`config.mk`:
```
export PLATFORM = sky130hd
export DESIGN_NAME = fifo_write_arbiter
export DESIGN_NICKNAME = d
export VERILOG_FILES = /design/src/rtl/fifo_write_arbiter.sv
export SDC_FILE = /design/constraint.sdc
export NUM_CORES = 1
export LEC_CHECK = 0
export CORE_ASPECT_RATIO = 0.9
export CORE_MARGIN = 1
export CORE_UTILIZATION = 35
export CTS_CLUSTER_SIZE = 30
export DETAILED_ROUTE_END_ITERATION = 16
export MAX_ROUTING_LAYER = met4
export PLACE_DENSITY_LB_ADDON = 0.25
export SLEW_MARGIN = 20
export SYNTH_ARGS = -nofsm -noshare
export SYNTH_HDL_FRONTEND = slang
export SYNTH_SLANG_ARGS = --single-unit
```
`constraint.sdc`:
```
create_clock -name WCLK -period 4.2 [get_ports WCLK]
set_input_delay 0.63 -clock WCLK [delete_from_list [all_inputs] [get_ports WCLK]]
set_output_delay 0.63 -clock WCLK [all_outputs]
set_load 0.005 [all_outputs]
```
`src/rtl/fifo_write_arbiter.sv`:
```
// -----------------------------------------------------------------------------
// fifo_write_arbiter
//
// Round-robin arbiter that lets NREQ packet sources share one FIFO write port.
// A requester owns the port from the edge it is granted until its LAST beat is
// accepted. At least one IDLE cycle separates packets. Each FIFO word carries
// the source ID and the end-of-packet flag next to the payload.
//
// Parameters
//   WIDTH      payload width per requester
//   NREQ       number of requesters (2..8)
//   IDW        source-ID width, must equal $clog2(NREQ)
//   MAX_BEATS  beats allowed per packet before OVERRUN is flagged
//
// Ports
//   WCLK      in   write-domain clock
//   WRESETn   in   asynchronous active-low reset
//   S_DATA    in   requester payloads, requester i at [i*WIDTH +: WIDTH]
//   S_LAST    in   per-requester end-of-packet marker
//   S_VALID   in   per-requester valid
//   S_READY   out  per-requester ready (only the owner's bit can be high)
//   WDATA     out  FIFO write word {id, last, payload}
//   WVALID    out  FIFO write valid
//   WREADY    in   FIFO write ready (FIFO not full)
//   GRANT_ID  out  requester granted most recently
//   BUSY      out  high while a packet is owned
//   OVERRUN   out  sticky flag: a packet ran past MAX_BEATS
// -----------------------------------------------------------------------------
module fifo_write_arbiter #(
  parameter int WIDTH     = 32,
  parameter int NREQ      = 4,
  parameter int IDW       = 2,
  parameter int MAX_BEATS = 256
) (
  input  logic                    WCLK,
  input  logic                    WRESETn,
  input  logic [NREQ*WIDTH-1:0]   S_DATA,
  input  logic [NREQ-1:0]         S_LAST,
  input  logic [NREQ-1:0]         S_VALID,
  output logic [NREQ-1:0]         S_READY,
  output logic [WIDTH+IDW:0]      WDATA,
  output logic                    WVALID,
  input  logic                    WREADY,
  output logic [IDW-1:0]          GRANT_ID,
  output logic                    BUSY,
  output logic                    OVERRUN
);

  // Counter wide enough to hold MAX_BEATS itself, where it saturates.
  localparam int BCW = $clog2(MAX_BEATS + 1);

  typedef enum logic {
    ST_IDLE = 1'b0,
    ST_OWN  = 1'b1
  } state_t;

  state_t           r_state;
  logic [IDW-1:0]   r_grant;
  logic [IDW-1:0]   r_ptr;
  logic [BCW-1:0]   r_bcnt;
  logic             r_busy;
  logic             r_overrun;

  logic             w_found;
  logic [IDW-1:0]   w_sel;
  logic [IDW-1:0]   w_idx;
  logic [WIDTH-1:0] w_payload;
  logic             w_last;
  logic             w_beat;

  // Round-robin search starting at r_ptr. Scanning from the farthest offset
  // down to zero lets the nearest valid requester overwrite earlier hits.
  // NOTE: every signal assigned in an always_comb gets a default first, so no
  // path through the block leaves it unassigned and no latch is inferred.
  always_comb begin
    w_found = 1'b0;
    w_sel   = r_ptr;
    w_idx   = r_ptr;
    for (int i = NREQ - 1; i >= 0; i--) begin
      w_idx = IDW'((int'(r_ptr) + i) % NREQ);
      if (S_VALID[w_idx]) begin
        w_found = 1'b1;
        w_sel   = w_idx;
      end
    end
  end

  // Payload mux for the current owner; constant slices keep the select simple.
  always_comb begin
    w_payload = '0;
    for (int i = 0; i < NREQ; i++) begin
      if (IDW'(i) == r_grant) begin
        w_payload = S_DATA[i*WIDTH +: WIDTH];
      end
    end
  end

  assign w_last = S_LAST[r_grant];

  // Handshake path is purely combinational so the owner streams at full rate.
  always_comb begin
    S_READY = '0;
    WVALID  = 1'b0;
    if (r_state == ST_OWN) begin
      WVALID           = S_VALID[r_grant];
      S_READY[r_grant] = WREADY;
    end
  end

  assign w_beat   = WVALID & WREADY;
  assign WDATA    = {r_grant, w_last, w_payload};
  assign GRANT_ID = r_grant;
  assign BUSY     = r_busy;
  assign OVERRUN  = r_overrun;

  // NOTE: sequential state uses non-blocking assignments so every register
  // samples the pre-edge values, whatever order the statements are written in.
  always_ff @(posedge WCLK or negedge WRESETn) begin
    if (!WRESETn) begin
      r_state   <= ST_IDLE;
      r_grant   <= '0;
      r_ptr     <= '0;
      r_bcnt    <= '0;
      r_busy    <= 1'b0;
      r_overrun <= 1'b0;
    end else begin
      case (r_state)
        ST_IDLE: begin
          if (w_found) begin
            r_state <= ST_OWN;
            r_grant <= w_sel;
            r_busy  <= 1'b1;
            r_bcnt  <= '0;
          end
        end
        ST_OWN: begin
          if (w_beat) begin
            // Flag the beat that starts past the limit; the packet still runs
            // to completion.
            if (r_bcnt == BCW'(MAX_BEATS - 1) && !w_last) begin
              r_overrun <= 1'b1;
            end
            if (r_bcnt != BCW'(MAX_BEATS)) begin
              r_bcnt <= r_bcnt + 1'b1;
            end
            // Packet end: release the port and move priority past the owner.
            // No new grant on this edge, which forces one IDLE cycle.
            if (w_last) begin
              r_state <= ST_IDLE;
              r_busy  <= 1'b0;
              r_ptr   <= (r_grant == IDW'(NREQ - 1)) ? '0 : r_grant + 1'b1;
            end
          end
        end
        default: begin
          r_state <= ST_IDLE;
          r_busy  <= 1'b0;
        end
      endcase
    end
  end

endmodule

```
==> impl_metrics.json, run 1 <==
{
  "holdBufCountCts": 0,
  "die_y_um": 75.3,
  "io_pins": 183,
  "synth_top_area_share_pct": 19.2,
  "cts-root-buf": "clkbuf_8",
  "hpwl_um": 6670,
  "synth_edf_count": 0,
  "grt.total_usage_pct": 24.7,
  "first_global_vias": 2364,
  "outcome": "did not finish",
  "grt_pass1_wl_um": 11900,
  "dpl_worst_slack_ns": 1.02,
  "cts.sinks": 16,
  "synthAdderAreaFrac_pct": 4.19,
  "die_x_um": 83.4,
  "ys_warn_count": 0,
  "htree_num_levels": 1,
  "start_util_pct": 36.5,
  "fp-row-count": 26,
  "synth_top_family_by_area": "simple AND/OR/NAND/NOR gates",
  "grt_max_degree": 67,
  "antenna_found_initial": 0,
  "synth_area_per_cell_um2": 6.55,
  "gp_congestion": 0.853,
  "synth_compound_area_share_pct": 28.9,
  "cts_setup_buffers": 0,
  "async_reset_ff_share_pct": 100,
  "synthTopCellsByArea": "dfrtp_1, a21oi_1, nand2_1, nand3b_1, o21ai_0",
  "synth.net_count": 465,
  "synthXorXnorAreaFrac_pct": 0.419,
  "yosys.area_share.simple_pct": 34.5,
  "io_buffers": 182,
  "syn_area_um2": 2090,
  "synth_cell_type_count": 40,
  "synth_top_flop_cell": "dfrtp_1",
  "grt-ovfl-total": 0,
  "error_line": "[ERROR DRT-0255] Maze Route cannot find path of net S_DATA[13] in worker of routeBox ( 48300 0 ) ( 83420 48300 ).",
  "ys_ff_latch": 16,
  "synth_largest_area_cell": "dfrtp_1",
  "ctsResizeCount": 0,
  "yosysSeqAreaShare_pct": 19.2,
  "lastStage": "5_2_route",
  "synthMuxAreaShare_pct": 5.87,
  "synthCells": 319,
  "cts_buffer_depth": 2,
  "cts_made_buffers": 3
}
## logic make-up after synthesis
kind of cell	count (synthesis)
flip-flops	16
buffers and inverters	35
XOR/XNOR	1
AO/OA/AOI/OAI	113
multiplexers	9
AND/OR/NAND/NOR	138
adder cells (fa/ha/maj)	7
## layer usage
metal	track usage, %
met1	32.4
met2	40.8
met3	3.73
met4	5.27
met5	-
## metrics by stage
stage,cell area (µm²),hold slack [ns],instances
after detailed placement,3900,0.475,545
after global routing,3960,0.503,548
after global placement,3900,0.441,545
after CTS,3950,0.487,548
after floorplan,2090,0.334,319
## cell usage after synthesis, types with 2 or more instances
cell type / count
nand4_1: 3
nand2_1: 75
clkbuf_1: 23
buf_4: 4
mux2_2: 3
a21oi_1: 65
mux2i_1: 4
inv_1: 6
o21ai_0: 36
nor4b_1: 2
nor2b_1: 2
nand3b_1: 32
ha_1: 7
buf_1: 2
nor2_1: 7
and2_1: 2
dfrtp_1: 16
and3_1: 4
nand3_1: 3
o211ai_1: 2
and4_1: 2
==> inputs of run 2 (changes only) <==
==> config.mk (replaced) <==
export PLATFORM = sky130hd
export DESIGN_NAME = fifo_write_arbiter
export DESIGN_NICKNAME = d
export VERILOG_FILES = /design/src/rtl/fifo_write_arbiter.sv
export SDC_FILE = /design/constraint.sdc
export NUM_CORES = 1
export LEC_CHECK = 0
export CORE_MARGIN = 1
export CORE_UTILIZATION = 30
export DETAILED_ROUTE_END_ITERATION = 16
export PLACE_DENSITY_LB_ADDON = 0.15
export SLEW_MARGIN = 20
export SYNTH_ARGS = -nofsm -noshare
export SYNTH_HDL_FRONTEND = slang
export SYNTH_SLANG_ARGS = --single-unit
==> impl_metrics.json, run 2 <==
{
  "final.period_utilization_pct": 79.0,
  "internal_power_mw": 1.20,
  "cts_setup_buffers": 0,
  "cts_buffer_depth": 2,
  "drc_errors": 0,
  "finalSetupViolations": 0,
  "critPathMaxStageDelay_ns": 0.58,
  "ys_ff_latch": 16,
  "drive_gt1_share_pct": 4.37,
  "min_period_ns": 3.32,
  "synth_top_area_share_pct": 19.2,
  "synth_largest_area_cell": "dfrtp_1",
  "syn_area_um2": 2090,
  "firstDrtPassIters": 4,
  "setup_ws_ns": 0.884,
  "yosysSeqAreaShare_pct": 19.2,
  "grt.total_usage_pct": 23.6,
  "cts-root-buf": "clkbuf_8",
  "hold_violations": 0,
  "cts.sinks": 16,
  "yosys-top-cells-count": "nand2_1, a21oi_1, o21ai_0",
  "hpwl_um": 6740,
  "synth_top_flop_cell": "dfrtp_1",
  "cts_tree": "built",
  "fmaxAchievable_mhz": 302,
  "regMostFlops": "r_bcnt",
  "path_cells": "inv_1 -> ha_2 -> buf_4 -> nand2_1 -> a21oi_1 -> a21oi_1 -> o21ai_0 -> clkdlybuf4s50_1",
  "finalClockSkew_ns": 0.00511,
  "gp_congestion": 0.853,
  "synth_area_per_cell_um2": 6.55,
  "ys_warn_count": 0,
  "irDropWorstVdd_mv": 0.360,
  "crit_type": "reg2out",
  "drv_cap": 0,
  "start_kind": "register",
  "antenna_found_initial": 0,
  "post_drt_wl_per_cell_um": 15.9,
  "core-area_um2": 6760,
  "drt_iter0_drc": 126,
  "async_reset_ff_share_pct": 100,
  "io_pins": 183,
  "dpl_worst_slack_ns": 1.13,
  "synth_edf_count": 0,
  "antenna_cells": 0,
  "pwr-share-seq_pct": 13.2,
  "grt-ovfl-total": 0,
  "final_antenna_net_count": 0,
  "crit_family": "buffers and inverters",
  "worstMarginPinSlew_ns": 0.707,
  "grt_max_degree": 49,
  "holdBufCountCts": 0,
  "worstHoldPathType": "reg2reg",
  "path_clk_slew_ns": 0.06,
  "insertion_delay_ns": 0.25,
  "layout_common_cells": "clkdlybuf4s50_1, nand2_1, a21oi_1",
  "synth_cell_type_count": 40,
  "first_global_vias": 2728,
  "start_util_pct": 30.9,
  "p_leak_nw": 1.48,
  "grt_pass1_wl_um": 13800,
  "critical_path_arrival_ns": 2.69,
  "io_buffers": 182,
  "cp_num_buf_inv": 3,
  "power.net_switching_mw": 0.876,
  "htree_num_levels": 1,
  "power.density_nw_per_um2": 519,
  "synthTopCellsByArea": "dfrtp_1, a21oi_1, nand2_1, nand3b_1, o21ai_0",
  "worstPathRequired_ns": 3.57,
  "comb_power_share_pct": 80.3,
  "vias_per_cell": 5.17,
  "cp_max_fo": 40,
  "synthCells": 319,
  "slowest_stage": "clkdlybuf4s50_1",
  "cts_made_buffers": 3,
  "cp_common_cell": "a21oi_1",
  "rsz0062_at_grt": "false",
  "max-slew-margin-rel_pct": 52.7,
  "vias": 2899,
  "p_clk_share_pct": 6.5,
  "timing.critical_path.to_type": "output pin",
  "final_common_cell": "clkdlybuf4s50_1",
  "drv_slew": 0,
  "synth.net_count": 465,
  "nNetsFinal": 628,
  "wl_um": 8930,
  "die_y_um": 85.4,
  "largest_reg_flops": 9,
  "p_total_mw": 2.07,
  "die_area_um2": 7300,
  "sw_frac_of_total_pct": 42.2,
  "ctsResizeCount": 0,
  "synth.most_common_cell": "nand2_1",
  "fin_tns_setup_ns": 0,
  "fp-row-count": 30,
  "syn2layout_area_growth_pct": 91.5,
  "outcome": "completed",
  "die_x_um": 85.4
}
[run 2: cell counts after synthesis]
Identical to the previous run, type by type.
[run 2: power groups by stage]
| stage | clock network, mW | logic, mW | registers [mW] |
|---|---|---|---|
| 2_1_floorplan | 0 | 0.810 | 0.256 |
| 3_3_place_gp | 0 | 1.64 | 0.269 |
| 3_5_place_dp | 0 | 1.67 | 0.274 |
| 4_1_cts | 0.137 | 1.68 | 0.272 |
| 5_1_grt | 0.143 | 1.82 | 0.282 |
| 6_report | 0.135 | 1.66 | 0.274 |
[run 2: logic make-up (layout without fill, tap and decap cells)]
logic type	Yosys count	after routing	share of synthesized area, %
AND/OR/NAND/NOR	138	138	34.5
AO/OA/AOI/OAI	113	113	28.9
buffers and inverters	35	197	7.01
flip-flops	16	16	19.2
multiplexers	9	9	5.87
adder cells (fa/ha/maj)	7	7	4.19
XOR/XNOR	1	1	0.419
[run 2: final timing paths]
kind	startpoint	endpoint	slack, ns	depth (start not counted)
min in group asynchronous	WRESETn	OVERRUN	0.80	1
max in group asynchronous	WRESETn	GRANT_ID[0]	2.95	1
setup reg to reg	GRANT_ID[1]	r_bcnt[1]	2.11	4
hold reg to reg	OVERRUN	OVERRUN	0.46	1
setup / recovery	GRANT_ID[1]	WDATA[21]	0.88	8
hold / removal	OVERRUN	OVERRUN	0.46	1
[run 2: stage by stage]
| step | utilization (%) | cells | cell area, µm² | hold WS (ns) |
|---|---|---|---|---|
| after detailed placement | 58.4 | 557 | 3940 | 0.448 |
| after CTS | 59.2 | 561 | 4000 | 0.461 |
| after global routing | 59.2 | 561 | 4000 | 0.473 |
| after global placement | 58.4 | 557 | 3940 | 0.442 |
| after floorplan | - | 319 | 2090 | 0.334 |
| final | 59.2 | 561 | 4000 | 0.458 |
[run 2: final cells by class]
| class | instances | area (µm²) |
|---|---|---|
| clock buffer | 4 | 55.1 |
| fill | 612 | 2760 |
| inverter | 6 | 22.5 |
| multi-input combinational | 268 | 1550 |
| sequential | 16 | 400 |
| tap | 80 | 100 |
| timing repair buffer | 187 | 1870 |
[run 2: metal layers]
metal	GRT usage (%)	vias up	share of wire, %
li1	-	1454	-
met1	28.4	1315	41
met2	44.8	118	50
met3	3.40	12	7.2
met4	3.79	0	1.4
met5	0	-	0
(Power assumes the default switching activity.)
